## src/rtl/fwd_pkg.sv

```systemverilog
// Shared types and select encodings for the EX-stage forwarding / load-use hazard logic.
package fwd_pkg;

  localparam int REG_W   = 5;
  localparam int NUM_OPS = 2;  // operand A (index 0), operand B (index 1)

  localparam logic [1:0] SEL_RF    = 2'b00;
  localparam logic [1:0] SEL_EXMEM = 2'b01;
  localparam logic [1:0] SEL_MEMWB = 2'b10;
  localparam logic [1:0] SEL_ALT   = 2'b11;

  typedef struct packed {
    logic             valid;
    logic [REG_W-1:0] rd;
    logic             reg_write;
    logic             is_load;
  } track_t;

  // A tracked producer hits a source only if it really writes a nonzero rd that is read.
  function automatic logic hit(input logic [REG_W-1:0] src, input logic used,
                               input track_t t);
    return t.valid & t.reg_write & (t.rd == src) & (src != '0) & used;
  endfunction

endpackage

```

## src/rtl/fwd_sel_calc.sv

```systemverilog
// Priority operand-select for one EX operand: alternate source, then nearest producer.
module fwd_sel_calc
  import fwd_pkg::*;
(
  input  logic [REG_W-1:0] src,
  input  logic             used,
  input  logic             alt,
  input  track_t           ex_t,
  input  track_t           mem_t,
  output logic [1:0]       sel
);

  always_comb begin
    sel = SEL_RF;
    if (alt)                        sel = SEL_ALT;
    else if (hit(src, used, ex_t))  sel = SEL_EXMEM;
    else if (hit(src, used, mem_t)) sel = SEL_MEMWB;
  end

  // Load flags only matter for stall detection, which lives in the top.
  logic unused_load;
  assign unused_load = ex_t.is_load ^ mem_t.is_load;

endmodule

```

## src/rtl/fwd_hazard_unit.sv

```systemverilog
// Tracks in-flight writers across EX/MEM/WB, registers ALU operand selects, raises load-use stall.
module fwd_hazard_unit
  import fwd_pkg::*;
#(
  parameter int REG_ADDR_W = REG_W
) (
  input  logic                  clk,
  input  logic                  rst,
  input  logic                  id_valid,
  input  logic [REG_ADDR_W-1:0] id_rs1,
  input  logic [REG_ADDR_W-1:0] id_rs2,
  input  logic                  id_rs1_used,
  input  logic                  id_rs2_used,
  input  logic                  id_use_pc,
  input  logic                  id_use_imm,
  input  logic [REG_ADDR_W-1:0] id_rd,
  input  logic                  id_reg_write,
  input  logic                  id_is_load,
  input  logic                  flush,
  input  logic                  freeze,
  output logic                  stall,
  output logic [1:0]            ex_rs1_sel,
  output logic [1:0]            ex_rs2_sel
);

  track_t ex_t, mem_t, wb_t;

  logic [NUM_OPS-1:0][REG_W-1:0] src;
  logic [NUM_OPS-1:0]            used;
  logic [NUM_OPS-1:0]            alt;
  logic [NUM_OPS-1:0][1:0]       sel_nxt;
  logic [NUM_OPS-1:0]            ex_hit;

  assign src  = {id_rs2, id_rs1};
  assign used = {id_rs2_used, id_rs1_used};
  assign alt  = {id_use_imm, id_use_pc};

  for (genvar g = 0; g < NUM_OPS; g++) begin : g_op
    fwd_sel_calc u_sel (
      .src   (src[g]),
      .used  (used[g]),
      .alt   (alt[g]),
      .ex_t  (ex_t),
      .mem_t (mem_t),
      .sel   (sel_nxt[g])
    );
    assign ex_hit[g] = hit(src[g], used[g], ex_t);
  end

  // Load data is not ready until MEM/WB, so an EX-stage load cannot feed the next instruction.
  assign stall = id_valid & ~flush & ex_t.is_load & (|ex_hit);

  logic   issue;
  track_t id_t;

  assign issue = id_valid & ~flush & ~stall;
  assign id_t  = '{valid: 1'b1, rd: id_rd, reg_write: id_reg_write, is_load: id_is_load};

  always_ff @(posedge clk) begin
    if (rst) begin
      ex_t       <= '0;
      mem_t      <= '0;
      wb_t       <= '0;
      ex_rs1_sel <= SEL_RF;
      ex_rs2_sel <= SEL_RF;
    end else if (!freeze) begin
      wb_t  <= mem_t;
      mem_t <= ex_t;
      if (issue) begin
        ex_t       <= id_t;
        ex_rs1_sel <= sel_nxt[0];
        ex_rs2_sel <= sel_nxt[1];
      end else begin
        ex_t       <= '0;
        ex_rs1_sel <= SEL_RF;
        ex_rs2_sel <= SEL_RF;
      end
    end
  end

  // WB stage is tracked for completeness; the regfile writes through, so it never forwards.
  logic unused_wb;
  assign unused_wb = ^wb_t;

endmodule

```

## config.mk

```make
export PLATFORM = sky130hd
export DESIGN_NAME = fwd_hazard_unit
export DESIGN_NICKNAME = d
export VERILOG_FILES = /design/src/rtl/fwd_pkg.sv /design/src/rtl/fwd_sel_calc.sv /design/src/rtl/fwd_hazard_unit.sv
export SDC_FILE = /design/constraint.sdc
export NUM_CORES = 1
export LEC_CHECK = 0
export CAP_MARGIN = 10
export CORE_MARGIN = 3
export CORE_UTILIZATION = 41
export CTS_CLUSTER_SIZE = 25
export DETAILED_ROUTE_END_ITERATION = 8
export GPL_ROUTABILITY_DRIVEN = 0
export HOLD_SLACK_MARGIN = 0.12
export PLACE_DENSITY = 0.78
export SLEW_MARGIN = 0
export SYNTH_ARGS = -nofsm -noshare
export SYNTH_HDL_FRONTEND = slang
export SYNTH_SLANG_ARGS = --single-unit
```

## constraint.sdc

```tcl
create_clock -name clk -period 2.8 [get_ports clk]
set_input_delay 0.42 -clock clk [delete_from_list [all_inputs] [get_ports clk]]
set_output_delay 0.42 -clock clk [all_outputs]
set_load 0.02 [all_outputs]
```

# --- Word-level counts from Yosys, hierarchy flattened ---
# Cells that the tools add are included.
word_totals:
  inputBits: 26
  regBits: 19
classes:
  reduce_logical: 3
  n_mux: 9
  n_bitwise: 20
  eq_ne: 4
op_table:
  columns: ["operator", "n"]
  rows:
  - ["$eq 5x5->1", 4]
  - ["$and 1x1->1", 18]
  - ["$mux 2", 8]
  - ["$reduce_bool 5->1", 2]
  - ["$mux 8", 1]
  - ["$not 1->1", 2]
  - ["$reduce_or 2->1", 1]

# --- Depth between registers and ports, before layout ---
logic_depth:
  depth_word: 9
  mapped_depth: 7
  ltp_nobuf: 6

# --- Hierarchy ---
# Synthesis repeated with hierarchy kept, for this count alone.
unflattened:
  cells_unflattened: 118
  area_unflattened_um2: 1168.6
modules_own_cells:
  columns: ["mod", "instances", "area_per_inst_um2", "cells_per_inst"]
  rows:
  - ["fwd_hazard_unit", 1, 825.8, 78]
  - ["fwd_sel_calc", 2, 171.4, 20]

# --- Least setup slack after synthesis ---
# No wires, ideal clock.
synth_timing:
  kind: "input -> output"
  start: "input id_rs2[0]"
  end: "output stall"
  path_slack_ns: 0.899
  path_buffers: 0
  stages: 5
  t_arrival_ns: 1.481
  path_cell_list: "xnor2_1 > nand4_1 > nor4_1 > o21ai_2 > nor2_1"
synth_between:
  elab_chain_cells: 6
  word_cells_on_any_way: 7
  cone_classes: "eq/ne (1); bitwise (4); reduce/logical (2)"
synth_lines:
  columns: ["item", "line", "rtl"]
  rows:
  - ["from (decl)", "fwd_hazard_unit.sv:11", "input logic [REG_ADDR_W-1:0] id_rs2,"]
  - ["$eq 5x5->1", "fwd_pkg.sv:22", "return t.valid & t.reg_write & (t.rd == src) & (src != '0) & used;"]
  - ["$and 1x1->1", "fwd_pkg.sv:22", null]
  - ["$and 1x1->1 * (2 in series)", "fwd_pkg.sv:22", null]
  - ["$reduce_or 2->1 *", "fwd_hazard_unit.sv:51", "assign stall = id_valid & ~flush & ex_t.is_load & (|ex_hit);"]
  - ["$and 1x1->1 *", "fwd_hazard_unit.sv:51", null]
  - ["to (decl)", "fwd_hazard_unit.sv:21", "output logic stall,"]
# Every way passes the cells marked *; elsewhere a longest branch is shown, timed or not.

# --- Final worst setup path ---
layout_timing:
  start: "input id_rs1[1]"
  end: "output stall"
layout_between:
  elab_chain_cells: 6
  word_cells_on_any_way: 7
  cone_classes: "eq/ne (1); bitwise (4); reduce/logical (2)"
layout_lines:
  columns: ["item", "line", "rtl"]
  rows:
  - ["from (decl)", "fwd_hazard_unit.sv:10", "input logic [REG_ADDR_W-1:0] id_rs1,"]
  - ["$eq 5x5->1", "fwd_pkg.sv:22", null]
  - ["$and 1x1->1", "fwd_pkg.sv:22", null]
  - ["$and 1x1->1 * (2 in series)", "fwd_pkg.sv:22", null]
  - ["$reduce_or 2->1 *", "fwd_hazard_unit.sv:51", null]
  - ["$and 1x1->1 *", "fwd_hazard_unit.sv:51", null]
# Marked as above.

==> reports/results.tsv <==
metric	value	unit
Pins Over Slew Limit	0	
relative slew slack	73.67	%
Slowest-stage cell, CP	or4_4	
max-cap viol count	0	
Clock Sinks	19	
number of I/O pins	31	
DRT Pass-1 Iters	4	
Synth Area per Inst	9.341	sq um
layout cells sized above 1	17.69	%
Non-Filler Instances	174	
crit path DAT	2.26	ns
Root Driver	clkbuf_4	
Final period util	95.70	%
Total GRT Usage	19.59	%
H-tree Lvls	1	
vias in the first global route	895	
Post-Route WL	2.553	mm
sequential share of the synthesized area	40.32	%
detailed-route DRC error count	0	
DR vias	920	
CTS clk-pin slew, worst paths	0.11	ns
CTS Buffer Depth	2	
detail-routed net length per standard cell	14.67	um
TritonCTS Buffers	3	
largest net degree at the start of global routing	12	
Fin Setup TNS	0	ns
most frequent cells after synthesis	dfxtp_1 (19), nor2_1 (14), xnor2_1 (10), xor2_1 (10)	
DIE AREA	0.002913	sq mm
Yosys top cell by area	dfxtp_1	
Post-CTS Setup Repair Bufs	0	
Post-DRT Antenna Nets	0	
Max FO, Critical Path	3	
CTS tree	built	
predominant post-synthesis flop cell	dfxtp_1	
Final Util	68.87	%
area delta synth->final	50.53	%
class of the worst hold path	register to register	
crit-path cells	clkdlybuf4s50_1 > or4_4 > o21ai_2 > nor4_4 > o21ai_2 > nor2_1 > dlygate4sd2_1	
delay of the slowest cell on the worst path	0.55	ns
fillers	167	
Net Count, Synth	127	
critical path required time	2.38	ns
P_leak	0.5710	nW
peak supply drop	347.0	uV
antenna cells	0	
Initial Util	45.75	%
Post-synth EDFFs	0	
Avg Vias per Cell	5.287	
most frequent cell on the critical path	o21ai_2	
Post-Syn Area	943.4	sq um
core area	0.002062	sq mm
Synth Register Bits	19	
crit path kind	primary input to output pin	
Overflow after GRT	0	
cts-stage hold buffer count	0	
reg2reg path depth	7	
startpoint types	primary input	
P per Cell Area	373.0	mW/mm^2
final-report hold violation count	0	
Port Buf Inserts	30	
Slew @ Worst Pin	0.3942	ns
Synth top area share	40.32	%
Post-layout nets	174	
synth top area cells	dfxtp_1 (40%), xnor2_1 (9.3%), xor2_1 (9.3%), mux2i_1 (7.4%), a22o_1 (6.5%)	
detailed placement HPWL	2.036	mm
cell with the most instances after synthesis	dfxtp_1	
Ys Warns	0	
Max Clock Skew	0.002663	ns
antenna violations before repair	0	
Rows	16	
ys async rst share	0	%
first-pass GRT wire length	3.988	mm
Crit. End Element	output pin	
Skew-Pair Late Insertion Delay	0.31	ns
DP Cell Count	170	
Tot Pwr	0.0005297	W
Mapped Cells	101	
Final setup viols	0	
Die H	53.97	um
hold path depth	2	
status	finished, final reports clean	
post-synth cell types	22	
RSZ-0062 raised after global routing	no	
Max Fclk	373.2	MHz
min Tclk post-route	2.680	ns
Die X	53.97	um
DR iter-0 viols	9	
flip-flops by register name, indices dropped and copies added (netlist names):
register and cells:
ex_rs2_sel 2, ex_rs1_sel 2, mem_t 7, ex_t 8
critical path, delay by kind of cell:
kind	cells	cell delay, ns
AND/OR/NAND/NOR	3	0.69
buffers and inverters	2	0.78
AO/OA/AOI/OAI	2	0.36
layout make-up:
type / instances / area [sq um] / area share (%)
clock buffers: 3 / 22.52 / 1.586
repair buffers: 46 / 419.2 / 29.52
well taps: 27 / 33.78 / 2.379
clock inverters: 1 / 5.005 / 0.3524
multi-input cells: 78 / 559.3 / 39.38
flip-flops and latches: 19 / 380.4 / 26.78
final timing paths:
kind | slack, ns | startpoint | to
hold / removal | 0.46 | ex_rs2_sel[0] | ex_rs2_sel[0]
setup / recovery | 0.12 | id_rs1[1] | stall
setup reg to reg | 0.81 | ex_t[2] | ex_t[1]
hold reg to reg | 0.46 | ex_rs2_sel[0] | ex_rs2_sel[0]
logic make-up (layout without fill, tap and decap cells):
logic type | count (synthesis) | in the layout | share of synthesized area (%)
xor+xnor | 20 | 20 | 18.57
flops | 19 | 19 | 40.32
mux | 7 | 7 | 7.427
compound gates | 15 | 15 | 11.80
simple gates | 36 | 36 | 19.50
buf+inv | 4 | 50 | 2.387
what timing repair did:
item / in CTS / in global routing
resized for setup: 4 / 0
endpoints found under the hold margin: 0 / 0
setup endpoints to repair: 1 / 0
cells in the final DEF (no fill, tap or decap), types with 2 or more instances in the layout:
cell type        instances
clkbuf_4                 3
o21ai_0                  2
dfxtp_1                 19
o21ai_1                  2
o21ai_2                  3
nor4_1                   2
xnor2_1                 10
buf_4                   16
mux2i_1                  7
clkdlybuf4s50_1         29
nand4_1                  4
a22o_1                   7
nor3_1                   3
nor2_1                  14
xor2_1                  10
nand2_1                  6
where the power goes:
part / switching, W / internal, W
clock network: 0.0000897 / 0.0000535
logic: 0.0000404 / 0.0000643
registers: 0.00000592 / 0.000276
through the flow:
| stage | setup slack, ns | cell area [sq um] | hold slack [ns] |
|---|---|---|---|
| final | 0.1203 | 1420 | 0.4582 |
| after global routing | 0.02551 | 1420 | 0.4887 |
| after CTS | 0.1067 | 1420 | 0.4604 |
| after detailed placement | -0.1119 | 1375 | 0.4446 |
| after global placement | -0.06837 | 1375 | 0.4363 |
| after floorplan | 0.8989 | 943.4 | 0.4617 |
layer usage:
layer  vias up  wire [um]  GRT usage, %
li1        448          -             -
met1       436       1108         23.03
met2        25       1221         32.46
met3        11        117         3.047
met4         0        105         13.28
met5         -          0             0
Note: power is estimated with default switching activity, not from simulation.
